File: config.mk
export PLATFORM = sky130hd
export DESIGN_NAME = uart_rcv
export DESIGN_NICKNAME = d
export VERILOG_FILES = /design/src/rtl/uart_rcv.sv
export SDC_FILE = /design/constraint.sdc
export NUM_CORES = 1
export LEC_CHECK = 0
export BUFFER_PORTS_ARGS = -buffer_cell sky130_fd_sc_hd__clkbuf_2
export CORE_ASPECT_RATIO = 1.4
export CORE_MARGIN = 1.5
export CORE_UTILIZATION = 40
export DETAILED_ROUTE_END_ITERATION = 6
export GPL_ROUTABILITY_DRIVEN = 1
export GPL_TIMING_DRIVEN = 0
export MAX_ROUTING_LAYER = met4
export PLACE_DENSITY = 0.68
export SLEW_MARGIN = 25
export SYNTH_ARGS = -nofsm -noshare
export SYNTH_HDL_FRONTEND = slang
export SYNTH_SLANG_ARGS = --single-unit
File: constraint.sdc
create_clock -name clk -period 2.7 [get_ports clk]
set_input_delay 0.27 -clock clk [delete_from_list [all_inputs] [get_ports clk]]
set_output_delay 0.27 -clock clk [all_outputs]
set_load 0.02 [all_outputs]
File: src/rtl/uart_rcv.sv
// 8N1 serial receiver: 2-flop synchronized RX, mid-bit sampling, LSB first,
// ready/clear handshake with framing-error and overrun flags.
module uart_rcv #(
    parameter int BAUD_DIV = 2604
) (
    input  logic       clk,
    input  logic       rst,
    input  logic       RX,
    input  logic       clr_rdy,
    output logic [7:0] rx_data,
    output logic       rdy,
    output logic       frm_err,
    output logic       ovr_err
);

    localparam logic [11:0] BIT_RELOAD  = 12'(BAUD_DIV - 1);
    localparam logic [11:0] HALF_RELOAD = 12'(BAUD_DIV / 2 - 1);

    typedef enum logic [1:0] {
        IDLE,
        START,
        DATA,
        STOP
    } state_t;

    state_t      state_q;
    logic        rx_s1_q;
    logic        rx_s2_q;
    logic        rx_prev_q;
    logic [11:0] baud_q;
    logic [3:0]  bit_q;
    logic [7:0]  shift_q;

    logic tick;
    logic fall;

    assign tick = (state_q != IDLE) && (baud_q == 12'd0);
    assign fall = rx_prev_q & ~rx_s2_q;

    always_ff @(posedge clk or posedge rst) begin
        if (rst) begin
            state_q   <= IDLE;
            rx_s1_q   <= 1'b1;
            rx_s2_q   <= 1'b1;
            rx_prev_q <= 1'b1;
            baud_q    <= 12'd0;
            bit_q     <= 4'd0;
            shift_q   <= 8'd0;
            rx_data   <= 8'd0;
            rdy       <= 1'b0;
            frm_err   <= 1'b0;
            ovr_err   <= 1'b0;
        end else begin
            rx_s1_q   <= RX;
            rx_s2_q   <= rx_s1_q;
            rx_prev_q <= rx_s2_q;

            // A good-byte load below overrides this clear in the same cycle.
            if (clr_rdy) begin
                rdy     <= 1'b0;
                ovr_err <= 1'b0;
            end

            if (state_q != IDLE) begin
                baud_q <= tick ? BIT_RELOAD : baud_q - 12'd1;
            end

            case (state_q)
                IDLE: begin
                    if (fall) begin
                        baud_q  <= HALF_RELOAD;
                        frm_err <= 1'b0;
                        state_q <= START;
                    end
                end
                START: begin
                    if (tick) begin
                        if (rx_s2_q) begin
                            state_q <= IDLE;
                        end else begin
                            bit_q   <= 4'd0;
                            state_q <= DATA;
                        end
                    end
                end
                DATA: begin
                    if (tick) begin
                        shift_q <= {rx_s2_q, shift_q[7:1]};
                        bit_q   <= bit_q + 4'd1;
                        if (bit_q == 4'd7) begin
                            state_q <= STOP;
                        end
                    end
                end
                STOP: begin
                    if (tick) begin
                        state_q <= IDLE;
                        if (rx_s2_q) begin
                            rx_data <= shift_q;
                            rdy     <= 1'b1;
                            if (rdy && !clr_rdy) begin
                                ovr_err <= 1'b1;
                            end
                        end else begin
                            frm_err <= 1'b1;
                        end
                    end
                end
                default: state_q <= IDLE;
            endcase
        end
    end

endmodule

==> results.toml <==
[die]
boundaryPins = 15
rows = 29
dieArea_um2 = 5040
dieHeight_um = 83.4
core_area_um2 = 4500
initial_utilization = 0.410
fp.dieW_um = 60.4

[flow_run]
maxCapViolations = 0

[routing]
ant_nets = 0
routed_via_density = 5.16
vias = 1248
wl_per_cell_um = 13.6
drc_errors = 0
drt-total-wl_um = 3300
drtIter0Drc = 37
firstDrtPassIters = 4

[setup_path]
crit_required_ns = 2.88
ff2ff_setup_slack_ns = 0.28
ff2ff_path_depth = 7
endpoint_kind = "register"
cp-start-kind = "register"
crit_fanout = 10
crit_type = "reg2reg"
crit_arrival_ns = 2.60
timing.rr.start = "baud_q[0]"
rr_endpoint = "shift_q[5]"

[synthesis]
netlist-cell-type-count = 43
synth_top_area_cell = "dfrtp_1"
synthSimpleGateAreaFrac = 0.170
synth_ff_type = "dfrtp_1"
synthCells = 156
synth-xor-area-share = 0.0285
synth.ff_latch_count = 40
synthAdderAreaFrac = 0.0203
synth-compound-area-share = 0.101
ys_seq_area_frac = 0.544
synth_top_family_by_area = "simple AND/OR/NAND/NOR gates"
synth_nets = 163
yosysWarnings = 0
postSynth.asyncResetShare = 1.00
syn_area_per_cell_um2 = 11.8
synthMuxAreaShare = 0.104
synth_area_um2 = 1850
synth_area_leaders = "dfrtp_1, mux2_2, dfstp_2"
synth-edff-count = 0
yosys.area.top_type_share = 0.502

[sta]
slew_headroom = 0.524
skew_ns = 0.00544
fin_crit_sh = 0.897
worst_pin_slew_ns = 0.703
holdWs_ns = 0.0530
setup_slack_ns = 0.277
setup_viol = 0
rsz0062_at_grt = "no"
hold_viol_final = 0
drv_slew = 0
period_minus_slack_ns = 2.42
max_clock_freq_mhz = 413
setup-tns-final_ns = 0

[power_and_ir_drop]
power_density_nw_per_um2 = 768
p_leak_nw = 0.993
ir_worst_vdd_v = 0.000473

[clock_tree]
ctsResizeCount = 0
cts_buffers = 5
cts.clk_slew.worst_paths_ns = 0.08
cts_tree = "done"
clock_latency_ns = 0.29
clock_path_buffers = 2
cts_num_sinks = 40
h-tree-depth = 2
root_buffer = "clkbuf_8"

[global_route]
grt_usage = 0.158
grt_pass1_wl_um = 5990
antenna_found_initial = 0
overflow = 0
grt_pass1_vias = 1327
grt_max_degree = 29

[cells_and_area]
nets = 186
utilization = 0.474
num_antenna_cells = 0
fillers = 446
stdcell_count = 242
layout-drive-gt1-share = 0.294
area_growth_pct = 15.7

[placed_design]
portBuffers = 14
dp_slack_ns = 0.291
gp_congestion = 0.769
place_hpwl_um = 2310
dpl.cell_count = 233

[min_path]
holdCritStartpoint = "RX"
hold_depth = 1
hp-class = "in2reg"
hold_end = "rx_s1_q"

[outcome]
status = "complete, no violations"
## sequential cells by signal, summed over array words and instances, names as in the netlist, 4 cells and up, named ones only
| name | cells |
|---|---|
| baud_q | 12 |
| rx_data | 8 |
| bit_q | 4 |
| shift_q | 8 |
## where the power goes
group          switching (mW)  total (mW)  internal, mW
logic                   0.201       0.366         0.165
clock network           0.216       0.489         0.273
registers              0.0917       0.783         0.692
total                   0.509        1.64          1.13
## cell usage in the layout, fill, tap and decap left out, types with 3 or more instances in the layout
master	n
dfrtp_1	37
nor4b_1	3
clkbuf_2	15
nor3_1	6
clkbuf_1	3
inv_1	4
nand2_1	7
nand2b_1	3
o21ai_0	5
o211ai_1	4
nor2_1	9
a21oi_1	6
a31oi_1	3
clkbuf_8	5
xnor2_1	4
ha_1	3
dfstp_2	3
mux2_2	17
nand3_1	3
## synthesized netlist by cell type (2+ instances only)
cell / number
clkbuf_1: 3
a221oi_1: 2
mux2_2: 17
a21oi_1: 6
inv_1: 5
nor2_1: 9
xor2_1: 2
or2_2: 2
nor4_1: 2
dfrtp_1: 37
xnor2_1: 4
ha_1: 3
nand3_1: 3
dfstp_2: 3
o211ai_1: 4
nand2_1: 7
nor2b_1: 2
o311ai_0: 2
nand4b_1: 2
a21o_1: 2
nand2b_1: 3
or4_1: 2
o21ai_0: 5
nor4b_1: 3
a31oi_1: 3
nor3_1: 6
## area by class of cell
type	instances	area (um2)	area share
clock buffers	5	68.8	0.0322
flip-flops and latches	40	1000	0.471
multi-input cells	104	782	0.366
inverters	5	18.8	0.00879
well taps	62	77.6	0.0363
clock inverters	3	42.5	0.0199
plain buffers	7	40.0	0.0188
repair buffers	16	100	0.0469
## critical path, cell delays in order, from the launching register on
cell	delay [ns]
dfrtp_1	0.44
inv_1	0.11
ha_1	0.14
nor4b_1	0.58
nand3b_4	0.22
nor3b_1	0.25
buf_4	0.22
mux2_2	0.34
## logic make-up (layout without fill, tap and decap cells)
| family | count (synthesis) | after routing |
|---|---|---|
| DFF | 40 | 40 |
| muxes | 17 | 17 |
| AOI/OAI and AO/OA | 28 | 28 |
| buffers and inverters | 12 | 36 |
| adders and majority gates | 3 | 3 |
| and+or+nand+nor | 50 | 50 |
| xor gates and xnor gates | 6 | 6 |
## metrics by stage
stage	power [mW]	cell area, um2
floorplan	1.07	1850
detailed placement	1.16	2010
CTS	1.66	2130
global route	1.74	2130
global placement	1.14	1990
finish	1.64	2130
## worst max-delay path by stage
| stage | startpoint | endpoint | slack (ns) | cells after the start |
|---|---|---|---|---|
| 6_report | baud_q[0] | shift_q[5] | 0.28 | 7 |
| 5_1_grt | baud_q[0] | shift_q[4] | 0.16 | 7 |
| 4_1_cts | baud_q[0] | shift_q[1] | 0.27 | 7 |
| 3_5_place_dp | baud_q[0] | shift_q[0] | 0.29 | 7 |
| 3_3_place_gp | baud_q[0] | shift_q[6] | 0.35 | 7 |
| 2_1_floorplan | baud_q[0] | shift_q[0] | 0.63 | 7 |
## timing repair
action                    CTS  global route
hold endpoints to repair   12             0
hold buffers                1             0
setup buffers               0             0
## per-layer routing
metal,GRT usage,up-vias,routed length [um]
met3,0.0452,3,118
li1,-,615,-
met4,0.0424,0,14
met5,-,-,0
met1,0.195,609,1470
met2,0.251,21,1690
No activity file was read; power rests on OpenSTA's default activity.
